<file path="src/rtl/spi_word_initiator.sv">
// SPI mode-0 initiator: shifts one WORD_BITS word per start request, MSB first,
// and captures the responder's word from CIPO within the same frame.
module spi_word_initiator #(
  parameter int unsigned WORD_BITS   = 64,
  parameter int unsigned HALF_PERIOD = 4,
  parameter int unsigned CS_SETUP    = 2,
  parameter int unsigned CS_HOLD     = 2,
  parameter int unsigned CS_GAP      = 4
) (
  input  logic                 CLK,
  input  logic                 reset,
  input  logic                 start,
  input  logic [WORD_BITS-1:0] tx_word,
  input  logic                 hold_cs,
  input  logic                 release_cs,
  output logic                 busy,
  output logic                 done,
  output logic [WORD_BITS-1:0] rx_word,
  output logic                 SCK,
  output logic                 CS,
  output logic                 COPI,
  input  logic                 CIPO
);

  localparam int unsigned BW    = $clog2(WORD_BITS + 1);
  localparam int unsigned MAX_A = (HALF_PERIOD > CS_SETUP) ? HALF_PERIOD : CS_SETUP;
  localparam int unsigned MAX_B = (CS_HOLD > CS_GAP) ? CS_HOLD : CS_GAP;
  localparam int unsigned MAX_D = (MAX_A > MAX_B) ? MAX_A : MAX_B;
  localparam int unsigned CW    = $clog2(MAX_D) + 1;

  localparam logic [CW-1:0] SETUP_LAST = CW'(CS_SETUP - 1);
  localparam logic [CW-1:0] HALF_LAST  = CW'(HALF_PERIOD - 1);
  localparam logic [CW-1:0] HOLD_LAST  = CW'(CS_HOLD - 1);
  localparam logic [CW-1:0] GAP_LAST   = CW'(CS_GAP - 1);
  localparam logic [BW-1:0] BIT_LAST   = BW'(WORD_BITS - 1);

  typedef enum logic [2:0] {IDLE, SETUP, SHIFT_LO, SHIFT_HI, HOLD, GAP} state_e;

  state_e                 state_q, state_d;
  logic [CW-1:0]          cnt_q, cnt_d;
  logic [BW-1:0]          bit_q, bit_d;
  logic [WORD_BITS-1:0]   tx_q, tx_d;
  logic [WORD_BITS-1:0]   rx_sh_q, rx_sh_d;
  logic [WORD_BITS-1:0]   rx_word_q, rx_word_d;
  logic                   hold_q, hold_d;
  logic                   busy_q, busy_d;
  logic                   done_q, done_d;
  logic                   sck_q, sck_d;
  logic                   cs_q, cs_d;
  logic                   copi_q, copi_d;

  always_comb begin
    // NOTE: every next-state signal gets a default here so no path leaves one
    // unassigned; that is what keeps this block from inferring latches.
    state_d   = state_q;
    cnt_d     = cnt_q;
    bit_d     = bit_q;
    tx_d      = tx_q;
    rx_sh_d   = rx_sh_q;
    rx_word_d = rx_word_q;
    hold_d    = hold_q;
    busy_d    = busy_q;
    done_d    = 1'b0;
    sck_d     = sck_q;
    cs_d      = cs_q;
    copi_d    = copi_q;

    unique case (state_q)
      IDLE: begin
        // start outranks release_cs, so a chained word keeps CS asserted
        if (start) begin
          tx_d    = tx_word;
          hold_d  = hold_cs;
          cs_d    = 1'b0;
          copi_d  = tx_word[WORD_BITS-1];
          busy_d  = 1'b1;
          cnt_d   = '0;
          bit_d   = '0;
          state_d = SETUP;
        end else if (!cs_q && release_cs) begin
          cs_d    = 1'b1;
          busy_d  = 1'b1;
          cnt_d   = '0;
          state_d = GAP;
        end
      end
      SETUP: begin
        if (cnt_q == SETUP_LAST) begin
          cnt_d   = '0;
          state_d = SHIFT_LO;
        end else begin
          cnt_d = cnt_q + 1'b1;
        end
      end
      SHIFT_LO: begin
        if (cnt_q == HALF_LAST) begin
          cnt_d   = '0;
          sck_d   = 1'b1;
          state_d = SHIFT_HI;
        end else begin
          cnt_d = cnt_q + 1'b1;
        end
      end
      SHIFT_HI: begin
        if (cnt_q == HALF_LAST) begin
          // CIPO is sampled just before SCK falls, when the responder's bit is settled
          cnt_d   = '0;
          sck_d   = 1'b0;
          rx_sh_d = {rx_sh_q[WORD_BITS-2:0], CIPO};
          if (bit_q == BIT_LAST) begin
            copi_d  = 1'b0;
            state_d = HOLD;
          end else begin
            bit_d   = bit_q + 1'b1;
            copi_d  = tx_q[WORD_BITS-2];
            tx_d    = tx_q << 1;
            state_d = SHIFT_LO;
          end
        end else begin
          cnt_d = cnt_q + 1'b1;
        end
      end
      HOLD: begin
        if (cnt_q == HOLD_LAST) begin
          cnt_d     = '0;
          rx_word_d = rx_sh_q;
          done_d    = 1'b1;
          if (hold_q) begin
            busy_d  = 1'b0;
            state_d = IDLE;
          end else begin
            cs_d    = 1'b1;
            state_d = GAP;
          end
        end else begin
          cnt_d = cnt_q + 1'b1;
        end
      end
      GAP: begin
        if (cnt_q == GAP_LAST) begin
          cnt_d   = '0;
          busy_d  = 1'b0;
          state_d = IDLE;
        end else begin
          cnt_d = cnt_q + 1'b1;
        end
      end
      default: state_d = IDLE;
    endcase
  end

  // NOTE: sequential state uses non-blocking assignments so every register
  // samples its next value from the same pre-edge snapshot.
  always_ff @(posedge CLK) begin
    if (reset) begin
      state_q   <= IDLE;
      cnt_q     <= '0;
      bit_q     <= '0;
      tx_q      <= '0;
      rx_sh_q   <= '0;
      rx_word_q <= '0;
      hold_q    <= 1'b0;
      busy_q    <= 1'b0;
      done_q    <= 1'b0;
      sck_q     <= 1'b0;
      cs_q      <= 1'b1;
      copi_q    <= 1'b0;
    end else begin
      state_q   <= state_d;
      cnt_q     <= cnt_d;
      bit_q     <= bit_d;
      tx_q      <= tx_d;
      rx_sh_q   <= rx_sh_d;
      rx_word_q <= rx_word_d;
      hold_q    <= hold_d;
      busy_q    <= busy_d;
      done_q    <= done_d;
      sck_q     <= sck_d;
      cs_q      <= cs_d;
      copi_q    <= copi_d;
    end
  end

  assign busy    = busy_q;
  assign done    = done_q;
  assign rx_word = rx_word_q;
  assign SCK     = sck_q;
  assign CS      = cs_q;
  assign COPI    = copi_q;

endmodule

</file>
<file path="config.mk">
export PLATFORM = sky130hd
export DESIGN_NAME = spi_word_initiator
export DESIGN_NICKNAME = d
export VERILOG_FILES = /design/src/rtl/spi_word_initiator.sv
export SDC_FILE = /design/constraint.sdc
export NUM_CORES = 1
export LEC_CHECK = 0
export CAP_MARGIN = 20
export CORE_MARGIN = 5
export CORE_UTILIZATION = 45
export CTS_CLUSTER_DIAMETER = 80
export DETAILED_ROUTE_END_ITERATION = 10
export GPL_ROUTABILITY_DRIVEN = 0
export HOLD_SLACK_MARGIN = 0.06
export PLACE_DENSITY_LB_ADDON = 0.25
export SLEW_MARGIN = 15
export SYNTH_ARGS = -nofsm -noshare
export SYNTH_HDL_FRONTEND = slang
export SYNTH_SLANG_ARGS = --single-unit
</file>
<file path="constraint.sdc">
create_clock -name CLK -period 2.3 [get_ports CLK]
set_clock_uncertainty 0.1 [all_clocks]
set_input_delay 0.46 -clock CLK [delete_from_list [all_inputs] [get_ports CLK]]
set_output_delay 0.46 -clock CLK [all_outputs]
set_load 0.03 [all_outputs]
</file>
Word-level counts from Yosys, hierarchy flattened
Cells that the tools add are included.
Cells by class
  $add $sub $neg: 2
  eq/ne operators: 18
  mux-type cells: 40
  bitwise gates (word level): 1
  reduce and logical (&&, ||, !) cells: 21
Operators with widths (count)
  2-to-1 mux 63 bit: 3
  one-hot mux 63 bit (2 select lines): 1
  2-to-1 mux 3 bit: 13
  2-to-1 mux 7 bit: 3
  inequality test 2 bit (second input constant): 9
  one-hot mux 3 bit (6 select lines): 1
  one-hot mux 7 bit (2 select lines): 1
  2-to-1 mux 1 bit: 13
  equality test 3 x 2 -> 1 bit (second input constant): 3
  one-hot mux 3 bit (3 select lines): 1
  AND reduction 2 bit: 4
  AND reduction 4 bit: 2
  adder 7 x 1 -> 7 bit (second input constant): 1
  equality test 7 x 6 -> 1 bit (second input constant): 1
  equality test 3 x 1 -> 1 bit (second input constant): 2
  equality test 3 bit (second input constant): 2
  one-hot mux 1 bit (2 select lines): 3
  AND reduction 3 bit: 2
  AND reduction 6 bit: 1
  nonzero test 2 bit: 3
  nonzero test 3 bit: 2
  AND reduction 5 bit: 1
  OR reduction 2 bit: 2
  adder 3 x 1 -> 3 bit (second input constant): 1
  7 further kinds: 7
Word-level totals
  register bits after elaboration: 210
  input port bits: 70

Logic depth before layout (Yosys ltp)
Gate-level depths: netlist of run 1.
  depth after elaboration: 5
  depth in mapped cells: 9
  gate-level depth less buffers: 7

Least setup slack after synthesis of run 1
OpenSTA, ideal clock, no wires.
  kind: reg2reg
  from: register bit_q[0]
  to: register tx_q[10]
  setup time: 0.089 ns
  arrival time: 1.885 ns
  data required time: 2.111 ns
  slack: 0.226 ns
  stages on the path, launching flop included: 10
  clock period less this slack: 2.074 ns
  cell sequence: dfxtp_1 ha_1 nand3_2 or3_1 buf_2 o21a_1 buf_6 buf_6 buf_6 a311oi_2
On the way
  longest elaborated chain between the ends: 3
Ends and longest elaborated chain
  from (decl): RTL line 41  | logic [BW-1:0] bit_q, bit_d;
  from (signal assigned): RTL line 171  | bit_q <= bit_d;
  equality test 7 x 6 -> 1 bit: RTL line 110  | if (bit_q == BIT_LAST) begin
  inequality test 2 bit (no line)
  AND reduction 4 bit (no line)
  to (signal assigned): RTL line 172  | tx_q <= tx_d;
  to (decl): RTL line 42  | logic [WORD_BITS-1:0] tx_q, tx_d;
No other way between the ends.
A chain may end at the register's enable or synchronous reset.

Worst setup path after layout of run 1
  from: register bit_q[0]
  to: register tx_q[22]
Same word-level chain as after synthesis.

==> impl_metrics.env, run 1 <==
export IMPL_status="complete, no violations"
export IMPL_grt_ovfl_total=0
export IMPL_worstPathRequired_ps=2590
export IMPL_clk_insertion_delay_late_ps=490
export IMPL_relSlewSlack_pct=55.9
export IMPL_cts_tree="built"
export IMPL_ios=139
export IMPL_final_util_pct=58.9
export IMPL_clkTransAtPathRegs_ps=60
export IMPL_ys_warn_count=0
export IMPL_syn_area_per_cell_sq_um=8.22
export IMPL_initial_core_util_pct=45.7
export IMPL_hold_ws_ps=318
export IMPL_grt_antenna_before_repair=0
export IMPL_first_pass_iters=4
export IMPL_synth_top_cells_by_area="dfxtp_1, nand2_1, a311oi_2"
export IMPL_fmax_mhz=464
export IMPL_post_cts_resized=0
export IMPL_diodes=0
export IMPL_die_w_um=148
export IMPL_final_cells=1404
export IMPL_setup_viol=0
export IMPL_avgRoutedWirePerCell_um=13.3
export IMPL_cts_root_buffer="clkbuf_16"
export IMPL_power_density_nw_per_um2=921
export IMPL_drv_slew=0
export IMPL_min_period_ps=2150
export IMPL_worstSetupStartpointType="flip-flop"
export IMPL_numPortBuffers=138
export IMPL_ys_ff_latch=210
export IMPL_syn_nets=1119
export IMPL_fin_tns_setup_ps=0
export IMPL_synth_top_area_share_pct=49.0
export IMPL_crit_type="reg2reg"
export IMPL_grt_pass1_vias=6593
export IMPL_area_growth_pct=28.9
export IMPL_numClockSinks=210
export IMPL_yosysMostFrequentCell="nand2_1"
export IMPL_routed_wirelength_um=18700
export IMPL_drtIter0Drc=366
export IMPL_vias_per_cell=5.14
export IMPL_synthesis_area_sq_um=8580
export IMPL_fp_dieH_um=148
export IMPL_cts_inserted_buffers=23
export IMPL_synth_main_ff_cell="dfxtp_1"
export IMPL_p_leak_nw=3.77
export IMPL_seq_area_frac_synth_pct=49.0
export IMPL_h_tree_depth=1
export IMPL_grt_usage_pct=16.2
export IMPL_rows=50
export IMPL_ant_nets=0
export IMPL_worstSetupEndpointType="flip-flop"
export IMPL_async_flop_share_pct=0
export IMPL_postCtsSetupBuffers=0
export IMPL_hp_class="in2reg"
export IMPL_synth_common_cells="nand2_1, dfxtp_1, a21oi_1"
export IMPL_dp_cells=1366
export IMPL_period_share_pct=93.7
export IMPL_synth_edf_count=0
export IMPL_die_area_sq_um=21900
export IMPL_synth_top_cell_by_area="dfxtp_1"
export IMPL_grt_start_max_net_pins=67
export IMPL_synthDistinctLibCells=46
export IMPL_rsz0062_at_grt="false"
export IMPL_vias=7212
export IMPL_path_max_fanout=36
export IMPL_fin_nets=1232
export IMPL_worst_ep_arrival_time_ps=2440
export IMPL_netlist_instances=1044
export IMPL_vdd_drop_max_uv=548
export IMPL_hpwlAfterDp_um=12000
export IMPL_drc=0
export IMPL_finalHoldViolCount=0
export IMPL_tightest_slew_ps=661
export IMPL_core_sq_um=18800
export IMPL_cts_max_path_buffers=3
export IMPL_grt_first_pass_wirelength_um=31200
export IMPL_n_fill_cell=1691
export IMPL_hold_buffers=0
export IMPL_drive_above_1_share_pct=12.4
export IMPL_cap_violations=0
-- path summary, 6_finish.rpt --
path / startpoint / endpoint / slack (ps) / cells past startpoint
min: reset / rx_word[56] / 320 / 2
max: bit_q[0] / tx_q[22] / 150 / 7
max reg2reg: bit_q[0] / tx_q[22] / 150 / 7
min reg2reg: rx_word[2] / rx_word[2] / 350 / 2
-- registers in the layout, indices dropped and copies added, names as in the netlist --
register  flops
tx_q         63
rx_word      64
rx_sh_q      64
cnt_q         3
SCK           1
bit_q         7
CS            1
hold_q        1
busy          1
state_q       3
done          1
COPI          1
-- logic make-up after synthesis --
| logic type | after synthesis | share of synthesized area (%) |
|---|---|---|
| fa+ha+maj | 6 | 0.845 |
| compound gates | 228 | 21.2 |
| mux | 7 | 0.860 |
| flops | 210 | 49.0 |
| simple gates | 500 | 23.0 |
| buf+inv | 93 | 5.13 |
-- metal layers --
layer  global-route usage [%]  part of all wire [%]
met1                     23.0                    49
met2                     26.4                    45
met3                     2.68                   5.1
met4                     3.33                   1.1
met5                        0                     0
-- through the flow --
step	cell area, sq um	total power [mW]	setup slack (ps)
finish	11100	10.2	146
global route	11100	10.7	42.7
CTS	11100	10.3	137
detailed placement	10300	6.65	-248
global placement	10300	6.57	-188
floorplan	8580	6.02	226
-- worst max-delay path: stages (launching register included) --
cell	delay [ps]
dfxtp_1	400
ha_1	240
nand3_2	120
or3_1	400
o21a_4	250
buf_12	180
buf_4	150
a311oi_2	200
-- layout make-up --
type                       instances  area (sq um)  share of cell area (%)
clock buffer                      28           614                    5.55
clock inverter                    10           125                    1.13
inverter                           7          26.3                   0.238
multi-input combinational        741          3970                    35.9
sequential                       210          4200                    38.0
tap                              234           293                    2.65
timing repair buffer             174          1830                    16.5
-- cell usage in the layout (no fill, tap or decap), types with 6 or more instances in the layout --
master	synthesis	final
nand2_1	389	389
dfxtp_1	210	210
a21oi_1	138	138
clkdlybuf4s50_1	0	137
nor2_1	77	76
a311oi_2	60	60
clkbuf_16	0	23
buf_4	6	22
buf_12	0	14
inv_1	7	7
clkinv_2	0	7
o21ai_0	6	6
-- report_power, final --
| part | switching, mW | internal, mW | total [mW] |
|---|---|---|---|
| registers | 0.224 | 4.00 | 4.22 |
| logic | 1.26 | 1.09 | 2.34 |
| clock network | 1.40 | 2.22 | 3.62 |
Power figures use the tool's default switching activity.
==> run 2, diff against run 1 <==
--- a/config.mk
+++ b/config.mk
@@ -13,6 +13,7 @@
 export GPL_ROUTABILITY_DRIVEN = 0
 export HOLD_SLACK_MARGIN = 0.06
 export PLACE_DENSITY_LB_ADDON = 0.25
+export SKIP_CTS_REPAIR_TIMING = 1
 export SLEW_MARGIN = 15
 export SYNTH_ARGS = -nofsm -noshare
 export SYNTH_HDL_FRONTEND = slang
==> results of run 2 <==
The final DEF is identical to that of run 1; final timing and power are the same.
